==> src/rtl/dac_seq_pkg.sv <==
// rtl/dac_seq_pkg.sv - shared state encoding, default widths and clock rate for the DAC sequencer
package dac_seq_pkg;

    localparam int DAC_SEQ_ADDR_W = 14;
    localparam int DAC_SEQ_PRI_W  = 32;
    localparam int DAC_SEQ_NP_W   = 16;

    // Reference clock rate, shared with the pps/timebase blocks
    localparam int unsigned REF_CLK_HZ = 32'd215040000;

    typedef enum logic [1:0] {
        ST_IDLE  = 2'd0,
        ST_ARMED = 2'd1,
        ST_PLAY  = 2'd2,
        ST_GAP   = 2'd3
    } dac_seq_state_e;

endpackage

==> src/rtl/dac_sequencer_if.sv <==
// rtl/dac_sequencer_if.sv - timebase/config/DAC-port bundle for dac_sequencer (late_cnt under DAC_SEQ_LATE_CNT_EN)
interface dac_sequencer_if
    import dac_seq_pkg::*;
#(
    parameter int ADDR_W = DAC_SEQ_ADDR_W,
    parameter int PRI_W  = DAC_SEQ_PRI_W,
    parameter int NP_W   = DAC_SEQ_NP_W
);
    logic              tic;
    logic [31:0]       sec;
    logic              arm;
    logic              abort;
    logic [31:0]       start_sec;
    logic [PRI_W-1:0]  pri_cycles;
    logic [ADDR_W-1:0] wave_len;
    logic [NP_W-1:0]   num_pulses;
    logic [ADDR_W-1:0] dac_addr;
    logic              dac_en;
    logic              pulse_start;
    logic              busy;
    logic              done;
    logic              late_err;
`ifdef DAC_SEQ_LATE_CNT_EN
    logic [15:0]       late_cnt;
`endif

    modport master (
        output tic, sec, arm, abort, start_sec, pri_cycles, wave_len, num_pulses,
`ifdef DAC_SEQ_LATE_CNT_EN
        input  late_cnt,
`endif
        input  dac_addr, dac_en, pulse_start, busy, done, late_err
    );

    modport slave (
        input  tic, sec, arm, abort, start_sec, pri_cycles, wave_len, num_pulses,
`ifdef DAC_SEQ_LATE_CNT_EN
        output late_cnt,
`endif
        output dac_addr, dac_en, pulse_start, busy, done, late_err
    );

endinterface

==> src/rtl/dac_seq_pri_cnt.sv <==
// rtl/dac_seq_pri_cnt.sv - PRI cycle counter with load, enable and terminal-count strobe
module dac_seq_pri_cnt
    import dac_seq_pkg::*;
#(
    parameter int W = DAC_SEQ_PRI_W
) (
    input  logic         clk,
    input  logic         rst,
    input  logic         i_load,
    input  logic         i_en,
    input  logic [W-1:0] i_last,
    output logic         o_tc
);
    logic [W-1:0] r_cnt;

    always_ff @(posedge clk) begin
        if (rst || i_load) begin
            r_cnt <= '0;
        end else if (i_en) begin
            r_cnt <= o_tc ? '0 : r_cnt + 1'b1;
        end
    end

    assign o_tc = i_en && (r_cnt == i_last);

endmodule

==> src/rtl/dac_sequencer.sv <==
// rtl/dac_sequencer.sv - PPS-aligned DAC waveform sequencer with PRI repeat; DAC_SEQ_LATE_CNT_EN adds late_cnt
module dac_sequencer
    import dac_seq_pkg::*;
#(
    parameter int ADDR_W = DAC_SEQ_ADDR_W,
    parameter int PRI_W  = DAC_SEQ_PRI_W,
    parameter int NP_W   = DAC_SEQ_NP_W
) (
    input  logic           clk,
    input  logic           rst,
    dac_sequencer_if.slave bus
);
    localparam logic [1:0] S_IDLE  = ST_IDLE;
    localparam logic [1:0] S_ARMED = ST_ARMED;
    localparam logic [1:0] S_PLAY  = ST_PLAY;
    localparam logic [1:0] S_GAP   = ST_GAP;

    logic [1:0]        r_state;
    logic [31:0]       r_start_sec;
    logic [ADDR_W-1:0] r_l_last;
    logic [PRI_W-1:0]  r_p_last;
    logic [NP_W-1:0]   r_num;
    logic [NP_W-1:0]   r_pulse_cnt;
    logic [ADDR_W-1:0] r_dac_addr;
    logic              r_dac_en;
    logic              r_pulse_start;
    logic              r_busy;
    logic              r_done;
    logic              r_late_err;

    logic [1:0]        w_state_nxt;
    logic [ADDR_W-1:0] w_len;
    logic [PRI_W-1:0]  w_len_ext;
    logic [PRI_W-1:0]  w_pri;
    logic [NP_W-1:0]   w_pc_inc;
    logic              w_active;
    logic              w_arm;
    logic              w_on_time;
    logic              w_late;
    logic              w_tc;
    logic              w_fin;
    logic              w_restart;
    logic              w_wave_end;

    // Effective length is at least one sample; the PRI never cuts a waveform short
    assign w_len     = (bus.wave_len == '0) ? ADDR_W'(1) : bus.wave_len;
    assign w_len_ext = PRI_W'(w_len);
    assign w_pri     = (bus.pri_cycles < w_len_ext) ? w_len_ext : bus.pri_cycles;

    assign w_active   = (r_state == S_PLAY) || (r_state == S_GAP);
    assign w_arm      = (r_state == S_IDLE) && bus.arm;
    assign w_on_time  = (r_state == S_ARMED) && bus.tic && (bus.sec == r_start_sec);
    assign w_late     = (r_state == S_ARMED) && bus.tic && (bus.sec > r_start_sec);
    assign w_pc_inc   = r_pulse_cnt + 1'b1;
    assign w_fin      = w_tc && (r_num != '0) && (w_pc_inc == r_num);
    assign w_restart  = w_tc && !w_fin;
    // When L==P the terminal count lands on the last sample, so the restart wins and GAP is skipped
    assign w_wave_end = (r_state == S_PLAY) && !w_tc && (r_dac_addr == r_l_last);

    dac_seq_pri_cnt #(.W(PRI_W)) u_pri_cnt (
        .clk    (clk),
        .rst    (rst),
        .i_load (!w_active),
        .i_en   (w_active),
        .i_last (r_p_last),
        .o_tc   (w_tc)
    );

    always_comb begin
        w_state_nxt = r_state;
        if (bus.abort) begin
            w_state_nxt = S_IDLE;
        end else if (w_arm) begin
            w_state_nxt = S_ARMED;
        end else if (w_on_time || w_restart) begin
            w_state_nxt = S_PLAY;
        end else if (w_late || w_fin) begin
            w_state_nxt = S_IDLE;
        end else if (w_wave_end) begin
            w_state_nxt = S_GAP;
        end
    end

    always_ff @(posedge clk) begin
        if (rst) begin
            r_state       <= S_IDLE;
            r_start_sec   <= '0;
            r_l_last      <= '0;
            r_p_last      <= '0;
            r_num         <= '0;
            r_pulse_cnt   <= '0;
            r_dac_addr    <= '0;
            r_dac_en      <= 1'b0;
            r_pulse_start <= 1'b0;
            r_busy        <= 1'b0;
            r_done        <= 1'b0;
            r_late_err    <= 1'b0;
        end else begin
            r_state       <= w_state_nxt;
            r_busy        <= (w_state_nxt != S_IDLE);
            r_pulse_start <= 1'b0;
            r_done        <= 1'b0;
            r_late_err    <= 1'b0;
            if (bus.abort) begin
                r_dac_en   <= 1'b0;
                r_dac_addr <= '0;
            end else begin
                if (w_arm) begin
                    r_start_sec <= bus.start_sec;
                    r_l_last    <= w_len - 1'b1;
                    r_p_last    <= w_pri - 1'b1;
                    r_num       <= bus.num_pulses;
                end
                if (w_on_time || w_restart) begin
                    r_dac_en      <= 1'b1;
                    r_dac_addr    <= '0;
                    r_pulse_start <= 1'b1;
                    r_pulse_cnt   <= w_on_time ? '0 : w_pc_inc;
                end else if (w_fin || w_wave_end) begin
                    r_dac_en   <= 1'b0;
                    r_dac_addr <= '0;
                    r_done     <= w_fin;
                end else if (r_state == S_PLAY) begin
                    r_dac_addr <= r_dac_addr + 1'b1;
                end
                r_late_err <= w_late;
            end
        end
    end

`ifdef DAC_SEQ_LATE_CNT_EN
    logic [15:0] r_late_cnt;

    always_ff @(posedge clk) begin
        if (rst) begin
            r_late_cnt <= '0;
        end else if (w_late && !bus.abort && (r_late_cnt != 16'hFFFF)) begin
            r_late_cnt <= r_late_cnt + 1'b1;
        end
    end

    assign bus.late_cnt = r_late_cnt;
`endif

    assign bus.dac_addr    = r_dac_addr;
    assign bus.dac_en      = r_dac_en;
    assign bus.pulse_start = r_pulse_start;
    assign bus.busy        = r_busy;
    assign bus.done        = r_done;
    assign bus.late_err    = r_late_err;

endmodule

==> src/flat_wrapper.sv <==
// flat-port wrapper written by rule: the top's interface ports become plain ports
module dac_sequencer_flat import dac_seq_pkg::*;
#(
    parameter int ADDR_W = DAC_SEQ_ADDR_W,
    parameter int PRI_W  = DAC_SEQ_PRI_W,
    parameter int NP_W   = DAC_SEQ_NP_W
)
  (clk, rst, bus_tic, bus_sec, bus_arm, bus_abort, bus_start_sec, bus_pri_cycles, bus_wave_len, bus_num_pulses, bus_dac_addr, bus_dac_en, bus_pulse_start, bus_busy, bus_done, bus_late_err);
  dac_sequencer_if #(.ADDR_W(ADDR_W), .PRI_W(PRI_W), .NP_W(NP_W)) bus_i ();
  input  logic clk;
  input  logic rst;
  input wire logic [$bits(bus_i.tic)-1:0] bus_tic;
  input wire logic [$bits(bus_i.sec)-1:0] bus_sec;
  input wire logic [$bits(bus_i.arm)-1:0] bus_arm;
  input wire logic [$bits(bus_i.abort)-1:0] bus_abort;
  input wire logic [$bits(bus_i.start_sec)-1:0] bus_start_sec;
  input wire logic [$bits(bus_i.pri_cycles)-1:0] bus_pri_cycles;
  input wire logic [$bits(bus_i.wave_len)-1:0] bus_wave_len;
  input wire logic [$bits(bus_i.num_pulses)-1:0] bus_num_pulses;
  output wire logic [$bits(bus_i.dac_addr)-1:0] bus_dac_addr;
  output wire logic [$bits(bus_i.dac_en)-1:0] bus_dac_en;
  output wire logic [$bits(bus_i.pulse_start)-1:0] bus_pulse_start;
  output wire logic [$bits(bus_i.busy)-1:0] bus_busy;
  output wire logic [$bits(bus_i.done)-1:0] bus_done;
  output wire logic [$bits(bus_i.late_err)-1:0] bus_late_err;
  assign bus_i.tic = bus_tic;
  assign bus_i.sec = bus_sec;
  assign bus_i.arm = bus_arm;
  assign bus_i.abort = bus_abort;
  assign bus_i.start_sec = bus_start_sec;
  assign bus_i.pri_cycles = bus_pri_cycles;
  assign bus_i.wave_len = bus_wave_len;
  assign bus_i.num_pulses = bus_num_pulses;
  assign bus_dac_addr = bus_i.dac_addr;
  assign bus_dac_en = bus_i.dac_en;
  assign bus_pulse_start = bus_i.pulse_start;
  assign bus_busy = bus_i.busy;
  assign bus_done = bus_i.done;
  assign bus_late_err = bus_i.late_err;
  dac_sequencer #(.ADDR_W(ADDR_W), .PRI_W(PRI_W), .NP_W(NP_W)) u_core (.clk(clk), .rst(rst), .bus(bus_i));
endmodule
==> config.mk <==
export PLATFORM = sky130hd
export DESIGN_NAME = dac_sequencer_flat
export DESIGN_NICKNAME = d
export VERILOG_FILES = /design/src/rtl/dac_seq_pkg.sv /design/src/rtl/dac_sequencer_if.sv /design/src/rtl/dac_seq_pri_cnt.sv /design/src/rtl/dac_sequencer.sv /design/src/flat_wrapper.sv
export SDC_FILE = /design/constraint.sdc
export NUM_CORES = 1
export LEC_CHECK = 0
export CAP_MARGIN = 5
export CELL_PAD_IN_SITES_DETAIL_PLACEMENT = 1
export CELL_PAD_IN_SITES_GLOBAL_PLACEMENT = 1
export CORE_ASPECT_RATIO = 1.4
export CORE_UTILIZATION = 40
export DETAILED_ROUTE_END_ITERATION = 6
export PLACE_DENSITY_LB_ADDON = 0.3
export SETUP_SLACK_MARGIN = 0.2
export SLEW_MARGIN = 20
export SYNTH_ARGS = -nofsm -noshare
export SYNTH_HDL_FRONTEND = slang
export SYNTH_SLANG_ARGS = --single-unit
==> constraint.sdc <==
create_clock -name clk -period 6.6 [get_ports clk]
set_input_delay 1.32 -clock clk [delete_from_list [all_inputs] [get_ports clk]]
set_output_delay 1.32 -clock clk [all_outputs]
set_load 0.02 [all_outputs]
==> metrics.md <==
| Metric | Value |
|---|---|
| Cells after Synth | 1211 |
| Peak supply drop | 160 uV |
| Max FO, Critical Path | 9 |
| Worst setup EP type | flip-flop |
| Routed WL | 28.7 mm |
| IO Port Bufs | around 150 |
| Max cap viols | 0 |
| I/O pins | 150 |
| Peak Freq | approximately 170 MHz |
| Vias per cell | about 5.4 |
| Hold Path Depth | 2 |
| Placed inst area | 11300 sq um |
| Critical R2R Capture | u_core.bus.dac_en |
| Residual DRC | 0 |
| Remaining global-route overflow | 0 |
| Layout cell share with drive strength beyond 1 | 0.0518 |
| Post-route cell area | 11900 sq um |
| Core Region | 23500 sq um |
| Yosys Warn Count | 0 |
| Final setup vio count | 0 |
| Worst Hold Endpoint | u_core.r_start_sec[2] |
| Root Driver | clkbuf_16 |
| Postcts setup bufs | 0 |
| Worst setup SP type | input pin |
| Area leader, netlist | dfxtp_1 |
| Mapped Nets | 1392 |
| CTS tree | done |
| Num CTS Buffers | 17 |
| Avg Cell Area, Syn | roughly 8.0 sq um |
| Post-synth cell types | 73 |
| Chip height | between 150 and 200 um |
| P&R area growth vs syn | 22.8% |
| Leakage power | 4.30 nW |
| Vias in the first global route | 9386 |
| # resized after CTS | 0 |
| Die area | 24800 sq um |
| Die width | 133 um |
| Clock skew | 0.00983 ns |
| Sequential-to-total area share from yosys stat | 0.338 |
| Reg2reg setup slack | 2.72 ns |
| NumNets Final | about 1500 |
| H-tree levels | 4 |
| CTS Hold Bufs | 0 |
| Slew Viols, Final | 0 |
| Worst-Skew Late Latency | 0.44 ns |
| Reg clk slew, reported paths | 0.07 ns |
| Status | complete, no violations |
| Slew HR | 0.295 |
| Tmin final | 5.72 ns |
| RSZ-0062 raised after global routing | false |
| Hold Crit Start | u_core.r_start_sec[2] |
| Worst Hold Class | flip-flop to flip-flop |
| Filler instances | 2842 |
| Largest cells by area after synthesis | dfxtp_1, xor2_1, nand2_1 |
| CP required | 6.95 ns |
| Top-count cell post-synth | nand2_1 |
| GRT Total Usage | 0.241 |
| Post-Syn Area | between 9000 and 10000 sq um |
| Number of flops mapped to enable cells by yosys | 0 |
| Clock Sinks | 163 |
| Worst reg2reg startpoint | u_core.r_pulse_cnt[0] |
| Post-synth top cells | nand2_1, dfxtp_1, nor2_1 |
| Setup_tns | 0 ns |
| ANT nets after route | 0 |
| Largest net degree at the start of global routing | 82 |
| PwrDens | 201 nW/um^2 |
| Detail Placement HPWL | between 20 and 25 mm |
| Rows | 66 |
| RePlAce Congestion | 0.887 |
| Initial Utilization | 0.412 |
| Yosys reg bits | 163 |
| Starting DRT DRC Count | 378 |
| Worst Path Class, Setup | input pin to flip-flop |
| Avg WL per Cell | 17.5 um |
| Worst Tran Pin Value | 1.06 ns |
| Final hold viol count | 0 |
| Drt pass-1 iters | 5 |
| Fin crit share | 0.866 |
| Share of Yosys cell area claimed by the top area cell type | 0.338 |
| Worst Reg-to-Reg Cells | 9 |
| WP data arrival | 6.07 ns |
| Total vias in the final route | 8894 |
| Synth async-reset ratio | 0 |
| First-pass GRT wire length | 47.2 mm |
| Maximum root-to-sink buffer count | 2 |
| Initial antenna violation count | 1 |
| Main synth FF type | dfxtp_1 |
per-stage QoR:
stage / hold slack [ns] / std cells / utilization / power [mW] / setup slack (ns)
after floorplan: 0.436 / 1211 / - / 1.24 / 1.44
after global placement: 0.443 / 1607 / 0.480 / 1.38 / 0.684
after detailed placement: 0.450 / 1607 / 0.480 / 1.39 / 0.472
after CTS: 0.458 / 1639 / 0.506 / 2.41 / 0.916
after global routing: 0.479 / 1640 / 0.506 / 2.49 / 0.542
final: 0.456 / 1640 / 0.506 / 2.39 / 0.882
worst max-delay path, stage by stage:
cell and delay (ns):
clkdlybuf4s50_1 0.55, nor4_1 0.78, nand4_1 0.17, a311oi_1 0.52
o21ai_2 0.21, a21oi_1 0.27, ha_1 0.31, nor3b_1 0.37
nand2_1 0.16, nor2_1 0.22, nand2_1 0.16, o31ai_4 0.47
nand3b_1 0.14, xor2_1 0.16, a211oi_1 0.24
state kept, by name, summed over array words and instances (netlist names), 2 cells and up:
register,cells
u_core.r_state,2
u_core.r_l_last,14
u_core.bus.dac_addr,14
u_core.r_pulse_cnt,16
u_core.u_pri_cnt.r_cnt,32
u_core.r_start_sec,32
u_core.r_p_last,32
u_core.r_num,16
kinds of logic after synthesis:
family          after synthesis  share of synthesized area
compound gates              205                      0.141
xor+xnor                    151                      0.137
fa+ha+maj                    50                     0.0647
buf+inv                     121                     0.0559
flops                       163                      0.338
mux                           6                    0.00621
simple gates                515                      0.258
report_power, final:
group,total [mW],internal (mW),switching (mW),leakage [nW]
sequential,1.04,1.02,0.0247,1.33
clock,1.02,0.600,0.421,0.285
combinational,0.326,0.161,0.164,2.69
cell usage in the layout (no fill, tap or decap), drive strengths merged, types with 5 or more instances in the layout:
master and count:
nand2 189, dfxtp 163, clkdlybuf4s50 148, nor2 127
xor2 89, a21oi 79, xnor2 62, inv 57
ha 50, nand3 35, a211oi 33, nand4 28
nor4 27, clkbuf 22, or3 22, o211ai 20
nor3 19, or4 19, o21ai 17, a31oi 14
and3 14, a21o 11, nand2b 6, mux2i 6
buf 6, and4 5, or2 5
per-layer routing:
layer,vias up,part of all wire,track usage
li1,4415,-,-
met1,4244,0.42,0.266
met2,180,0.52,0.456
met3,55,0.031,0.0354
met4,0,0.029,0.100
met5,-,0,0
how the worst max path moves through the flow:
stage	startpoint	endpoint	depth (start not counted)
floorplan	bus_pri_cycles[20]	u_core.r_p_last[26]	16
global placement	bus_pri_cycles[19]	u_core.r_p_last[28]	15
detailed placement	bus_pri_cycles[20]	u_core.r_p_last[18]	15
CTS	bus_pri_cycles[20]	u_core.r_p_last[28]	15
global route	bus_wave_len[2]	u_core.r_p_last[20]	15
finish	bus_wave_len[2]	u_core.r_p_last[18]	15
layout make-up:
type | instances | area [sq um] | share of cell area
multi-input combinational | 927 | 5870 | 0.495
sequential | 163 | 3260 | 0.275
timing repair buffer | 154 | 1530 | 0.129
clock buffer | 22 | 484 | 0.0408
tap | 306 | 383 | 0.0323
inverter | 57 | 214 | 0.0180
clock inverter | 10 | 125 | 0.0105
antenna | 1 | 2.50 | 0.000211
(Power assumes the default switching activity.)
